$ cat src/rtl/dmem_arbiter.sv
// dmem_arbiter: shares the single data memory between the pipeline MEM stage and a
// host access port. While the host owns the memory the pipeline is stalled for exactly
// four cycles (DRAIN, HOST_ACC, HOST_RD, ACK). After each host access the pipeline is
// guaranteed PIPE_QUANTUM un-stalled cycles before the host can be granted again.
// Optional statistics counters are built only when DMEM_ARB_STATS_EN is defined;
// otherwise stat_host_cnt / stat_stall_cnt are tied to zero.
module dmem_arbiter #(
  parameter int ADDR_WIDTH   = 8,
  parameter int DATA_WIDTH   = 64,
  parameter int PIPE_QUANTUM = 4
) (
  input  logic                  clk,
  input  logic                  reset,
  input  logic                  pipe_we,
  input  logic [ADDR_WIDTH-1:0] pipe_waddr,
  input  logic [DATA_WIDTH-1:0] pipe_wdata,
  input  logic [ADDR_WIDTH-1:0] pipe_raddr,
  output logic [DATA_WIDTH-1:0] pipe_rdata,
  output logic                  pipe_stall,
  input  logic                  host_req,
  input  logic                  host_wr,
  input  logic [ADDR_WIDTH-1:0] host_addr,
  input  logic [DATA_WIDTH-1:0] host_wdata,
  output logic                  host_ack,
  output logic [DATA_WIDTH-1:0] host_rdata,
  output logic                  dmem_we,
  output logic [ADDR_WIDTH-1:0] dmem_waddr,
  output logic [DATA_WIDTH-1:0] dmem_wdata,
  output logic [ADDR_WIDTH-1:0] dmem_raddr,
  input  logic [DATA_WIDTH-1:0] dmem_rdata,
  output logic [15:0]           stat_host_cnt,
  output logic [31:0]           stat_stall_cnt
);

  typedef enum logic [2:0] {
    ST_PIPE     = 3'd0,
    ST_DRAIN    = 3'd1,
    ST_HOST_ACC = 3'd2,
    ST_HOST_RD  = 3'd3,
    ST_ACK      = 3'd4
  } state_t;

  localparam logic [7:0] QUANTUM = 8'(PIPE_QUANTUM);

  state_t                state_reg, state_next;
  logic [7:0]            qcnt_reg, qcnt_next;
  logic [DATA_WIDTH-1:0] host_rdata_reg;
  logic                  we_sel;

  // State, quantum counter and captured host read data
  always_ff @(posedge clk) begin
    if (!reset) begin
      state_reg      <= ST_PIPE;
      qcnt_reg       <= 8'd0;
      host_rdata_reg <= '0;
    end else begin
      state_reg <= state_next;
      qcnt_reg  <= qcnt_next;
      // dmem_rdata in HOST_RD is the read issued in HOST_ACC, which already sees the host write
      if (state_reg == ST_HOST_RD) begin
        host_rdata_reg <= dmem_rdata;
      end
    end
  end

  // Next-state logic and state-decoded memory port steering
  always_comb begin
    state_next = state_reg;
    qcnt_next  = qcnt_reg;
    pipe_stall = 1'b1;
    host_ack   = 1'b0;
    we_sel     = pipe_we;
    dmem_waddr = pipe_waddr;
    dmem_wdata = pipe_wdata;
    dmem_raddr = pipe_raddr;
    case (state_reg)
      ST_PIPE: begin
        pipe_stall = 1'b0;
        if (qcnt_reg != 8'd0) begin
          qcnt_next = qcnt_reg - 8'd1;
        end
        // Grant once the counter reaches zero at the end of this cycle, so the
        // pipeline gets exactly PIPE_QUANTUM un-stalled cycles between accesses.
        if (host_req && (qcnt_reg <= 8'd1)) begin
          state_next = ST_DRAIN;
        end
      end
      ST_DRAIN: begin
        // Ports stay with the pipeline so the in-flight MEM op completes
        state_next = ST_HOST_ACC;
      end
      ST_HOST_ACC: begin
        we_sel     = host_wr;
        dmem_waddr = host_addr;
        dmem_wdata = host_wdata;
        dmem_raddr = host_addr;
        state_next = ST_HOST_RD;
      end
      ST_HOST_RD: begin
        we_sel     = 1'b0;
        dmem_waddr = host_addr;
        dmem_wdata = host_wdata;
        dmem_raddr = host_addr;
        state_next = ST_ACK;
      end
      ST_ACK: begin
        // Read the pipeline address again so pipe_rdata is valid on unstall
        we_sel     = 1'b0;
        host_ack   = 1'b1;
        qcnt_next  = QUANTUM;
        state_next = ST_PIPE;
      end
      default: begin
        state_next = ST_PIPE;
      end
    endcase
  end

  assign dmem_we    = we_sel & reset;
  assign pipe_rdata = dmem_rdata;
  assign host_rdata = host_rdata_reg;

`ifdef DMEM_ARB_STATS_EN
  logic [15:0] host_cnt_reg;
  logic [31:0] stall_cnt_reg;

  // Completed host accesses and stalled cycles, both free-running with wrap
  always_ff @(posedge clk) begin
    if (!reset) begin
      host_cnt_reg  <= 16'd0;
      stall_cnt_reg <= 32'd0;
    end else begin
      if (host_ack) begin
        host_cnt_reg <= host_cnt_reg + 16'd1;
      end
      if (pipe_stall) begin
        stall_cnt_reg <= stall_cnt_reg + 32'd1;
      end
    end
  end

  assign stat_host_cnt  = host_cnt_reg;
  assign stat_stall_cnt = stall_cnt_reg;
`else
  assign stat_host_cnt  = 16'd0;
  assign stat_stall_cnt = 32'd0;
`endif

endmodule

$ cat config.mk
export PLATFORM = sky130hd
export DESIGN_NAME = dmem_arbiter
export DESIGN_NICKNAME = d
export VERILOG_FILES = /design/src/rtl/dmem_arbiter.sv
export SDC_FILE = /design/constraint.sdc
export NUM_CORES = 1
export LEC_CHECK = 0
export CORE_AREA = 2 2 187 189
export DETAILED_ROUTE_END_ITERATION = 10
export DIE_AREA = 0 0 189 191
export GPL_ROUTABILITY_DRIVEN = 0
export GPL_TIMING_DRIVEN = 0
export PLACE_DENSITY = 0.56
export SLEW_MARGIN = 20
export SYNTH_ARGS = -nofsm -noshare
export SYNTH_HDL_FRONTEND = slang
export SYNTH_SLANG_ARGS = --single-unit
$ cat constraint.sdc
create_clock -name clk -period 1.8 [get_ports clk]
set_input_delay 0.36 -clock clk [delete_from_list [all_inputs] [get_ports clk]]
set_output_delay 0.36 -clock clk [all_outputs]
set_load 0.02 [all_outputs]
# Yosys cells after proc, flatten, opt, wreduce, memory -nomap -nowiden
# Cells that the tools add are included.
[totals]
ff_bits = 75
elab_cells = 29
[op_classes]
magnitude_cmp = 1
n_addsub = 1
muxes = 10
bitwise = 1
n_reduce_logical = 7
eq_ne = 6
[op_table]
columns = ["cell", "n"]
rows = [
  ["64-bit 2-to-1 mux", 1],
  ["8-bit 2-to-1 mux", 3],
  ["8-bit case mux with 2 select lines", 1],
  ["3-bit case mux with 4 select lines", 1],
  ["8-bit by 1-bit <= comparator with 1-bit output, second input constant", 1],
  ["8-bit nonzero test", 1],
  ["8-bit by 1-bit subtractor with 8-bit output, second input constant", 1],
  ["3-bit by 2-bit == test with 1-bit output, second input constant", 2],
  ["2-bit != test, second input constant", 2],
  ["2-bit OR reduction", 2],
  ["3-bit by 1-bit == test with 1-bit output, second input constant", 1],
  ["3-bit == test, second input constant", 1],
  ["3-bit logical NOT", 1],
  ["3-bit 2-to-1 mux", 1],
  ["1-bit 2-to-1 mux", 2],
  ["1-bit case mux with 2 select lines", 1],
  ["2-bit AND reduction", 1],
  ["2-bit nonzero test", 1],
  ["1-bit AND", 1],
  ["1-bit logical AND", 1],
]

# Depth between registers and ports, before layout
[depth]
word_depth = 4
depth_mapped = 6

# Least setup slack after synthesis
# Ideal clock, no wire load.
[synth_path]
kind = "register to output"
start = "register state_reg[1]"
end = "output port dmem_raddr[1]"
t_required_ns = 1.440
arrival_ns = 1.417
setup_slack_ns = 0.023
path_stages_with_launch = 6
path_cell_list = "dfxtp_1 -> nor2b_1 -> clkbuf_1 -> clkbuf_1 -> nand2_1 -> nand2_1"
[synth_via]
elab_chain_len = 3
elab_cells_between_ends = 4
[synth_rtl]
columns = ["element", "line", "rtl"]
rows = [
  ["start: declaration", "45", "state_t state_reg, state_next;"],
  ["start signal: assignment", "57", "state_reg <= state_next;"],
  ["3-bit by 2-bit == test with 1-bit output", "76", "case (state_reg)"],
  ["2-bit OR reduction (no source line) *", "-", ""],
  ["8-bit 2-to-1 mux *", "76", ""],
  ["end: declaration", "29", "output logic [ADDR_WIDTH-1:0] dmem_raddr,"],
]
# Every way passes the cells marked *; elsewhere a longest branch is shown, timed or not.

# Worst setup path after layout
[layout_path]
start = "register state_reg[1]"
end = "output port dmem_raddr[2]"
# Same word-level chain as after synthesis.

==> results.toml <==
[status]
status = "finished with violations"
violations = "setup timing"

[synthesis]
synth-warning-count = 0
ys.flop_type = "dfxtp_1"
syn_inst = 708
async_flop_share_pct = 0
synth_area_um2 = 4745
synth.distinct_cells = 37
synth-edff-count = 0
yosys_register_bits = 75
synth.avg_cell_area_um2 = 6.701
synth-seq-area-share_pct = 31.65

[routing]
num_vias = 6090
drc_errors = 0
routed_wl_um = 25770
avgViaCountPerCell = 3.645
drtIter0Drc = 140
post_drt_wl_per_cell_um = 15.42
drt_first_pass_iters = 4
ant_nets = 0

[clock_tree]
clkTransAtPathRegs_ns = 0.06
clock-sinks = 75
clk_path_buf_depth = 2
clk_latency_ns = 0.33
htree_levels = 3
cts_tree = "done"
cts_hold_repair.buffers = 0
cts-root-buf = "clkbuf_16"
cts_buffers = 9

[cells_and_area]
syn2layout_area_growth_pct = 132.3
final_common_cell = "clkdlybuf4s50_1"
regArea_um2 = 1509
layout_common_cells = "clkdlybuf4s50_1, nand2_1, buf_4"
drive_gt1_share_pct = 29.93
largest_reg_flops = 64
multi_input_comb_area_um2 = 2859
finalNonFillerCells = 1671
antenna_cells = 0
nFillCells = 3653
final_nets = 1435

[min_path]
hold_path.class = "reg2reg"
worstHoldPathCells = 2
hold_end = "host_rdata[61]$_SDFFE_PN0P_"
worstHoldStart = "host_rdata[61]$_SDFFE_PN0P_"

[setup_path]
arrival_ns = 1.62
reg2reg_slack_ns = 0.09
worstReg2RegStart = "state_reg[2]$_SDFFE_PN0P_"
reg2reg_depth = 6
r2r_end = "qcnt_reg[3]$_SDFFE_PN0P_"
crit_path_end_kind = "output port"
cp-start-kind = "flip-flop"
crit_type = "reg2out"
cp_max_fo = 8
required_ns = 1.44

[flow_run]
max_cap_violations = 0

[die]
start_util_pct = 13.91
die_width_um = 189
pin_count = 480
row_count = 68
core_um2 = 34120
fp.dieH_um = 191
dieArea_um2 = 36100

[sta]
timing.final.crit_share_pct = 110.1
rsz0062_at_grt = "yes"
tightest_slew_ns = 0.5281
setup_viol = 81
whs_ns = 0.4582
skew_ns = 0.008088
fin_tns_setup_ns = -9.698
setup_ws_ns = -0.1814
slew_viol_final = 0
hold_viol_final = 0
min_period_ns = 1.981
slew_headroom_pct = 64.79
max_freq_mhz = 504.7

[grt]
grt_max_degree = 18
first_global_vias = 6103
grt_pass1_wl_um = 36530
antenna_found_initial = 0
grt_overflow = 0
grtUsageTotal_pct = 13.52

[place]
numPortBuffers = 431
dp.cells = 1641
place_hpwl_um = 20730

[power]
ir_worst_vdd_uv = 689.5
totalPowerFinal_w = 0.01195
p_leak_nw = 4.937
power_density_nw_per_um2 = 1084
[metrics by stage]
step                util (%)  setup slack [ns]  cell area [µm²]
finish                 32.30           -0.1814            11020
global route           32.30           -0.2208            11020
CTS                    31.73           -0.1979            10820
detailed placement     28.74            -1.518             9804
global placement       28.74            -1.467             9804
floorplan                  -           0.02266             4921
[how the worst max path moves through the flow]
stage                         startpoint            end  slack [ns]
3_3_place_gp   state_reg[1]$_SDFFE_PN0P_  dmem_raddr[2]       -1.47
6_report       state_reg[1]$_SDFFE_PN0P_  dmem_raddr[2]       -0.18
2_1_floorplan  state_reg[1]$_SDFFE_PN0P_  dmem_raddr[1]        0.02
5_1_grt        state_reg[1]$_SDFFE_PN0P_  dmem_raddr[2]       -0.22
3_5_place_dp   state_reg[1]$_SDFFE_PN0P_  dmem_raddr[2]       -1.52
4_1_cts        state_reg[2]$_SDFFE_PN0P_  dmem_wdata[6]       -0.20
[area by class of cell]
class | instances | area share (%)
buffer | 149 | 11.34
sequential | 75 | 13.69
multi-input combinational | 524 | 25.95
inverter | 6 | 0.2044
clock inverter | 2 | 0.3179
tap | 455 | 5.166
clock buffer | 13 | 2.362
timing repair buffer | 447 | 40.97
[critical path, cell delays in order, from the launching register on]
cell and delay [ns]:
dfxtp_4 0.36, nor2b_4 0.23, clkbuf_16 0.23, clkbuf_16 0.19, nand2_4 0.07, nand2_4 0.08
buf_6 0.12
[timing repair]
action	4_1_cts	5_1_grt
resized for setup	725	63
gates cloned	5	0
hold endpoints to repair	0	0
buffers inserted	10	2
endpoints found under the setup margin	194	116
pin swaps	36	17
[cell usage after synthesis (all sizes together) (3+ instances only)]
master / count / area, µm²
buf: 121 / 892.1
or4: 3 / 26.27
xnor2: 5 / 43.79
inv: 6 / 22.52
nand2: 365 / 1370
dfxtp: 75 / 1501
a21boi: 65 / 488.0
nor2: 7 / 28.78
clkbuf: 30 / 112.6
[kinds of logic (layout without fill, tap and decap cells)]
logic type / count (synthesis) / in the layout / synth area share, %
adders and majority gates: 2 / 2 / 0.5273
muxes: 1 / 1 / 0.2110
buffers and inverters: 157 / 617 / 21.65
and+or+nand+nor: 390 / 391 / 32.38
DFF: 75 / 75 / 31.65
AOI/OAI and AO/OA: 77 / 77 / 12.58
xor gates and xnor gates: 5 / 5 / 0.9230
other: 1 / 48 / 0.07904
[power by group]
| group | total (W) | leakage (nW) | internal (W) | switching [W] |
|---|---|---|---|---|
| clock | 0.00180 | 0.146 | 0.00114 | 0.000664 |
| sequential | 0.00194 | 0.607 | 0.00181 | 0.000123 |
| combinational | 0.00821 | 4.18 | 0.00397 | 0.00424 |
| total | 0.0119 | 4.94 | 0.00692 | 0.00503 |
[layer usage]
layer	global-route usage, %	part of all wire (%)
met1	15.21	39
met2	24.77	51
met3	3.323	7.4
met4	4.597	2.6
met5	0	0
Power figures use the tool's default switching activity.
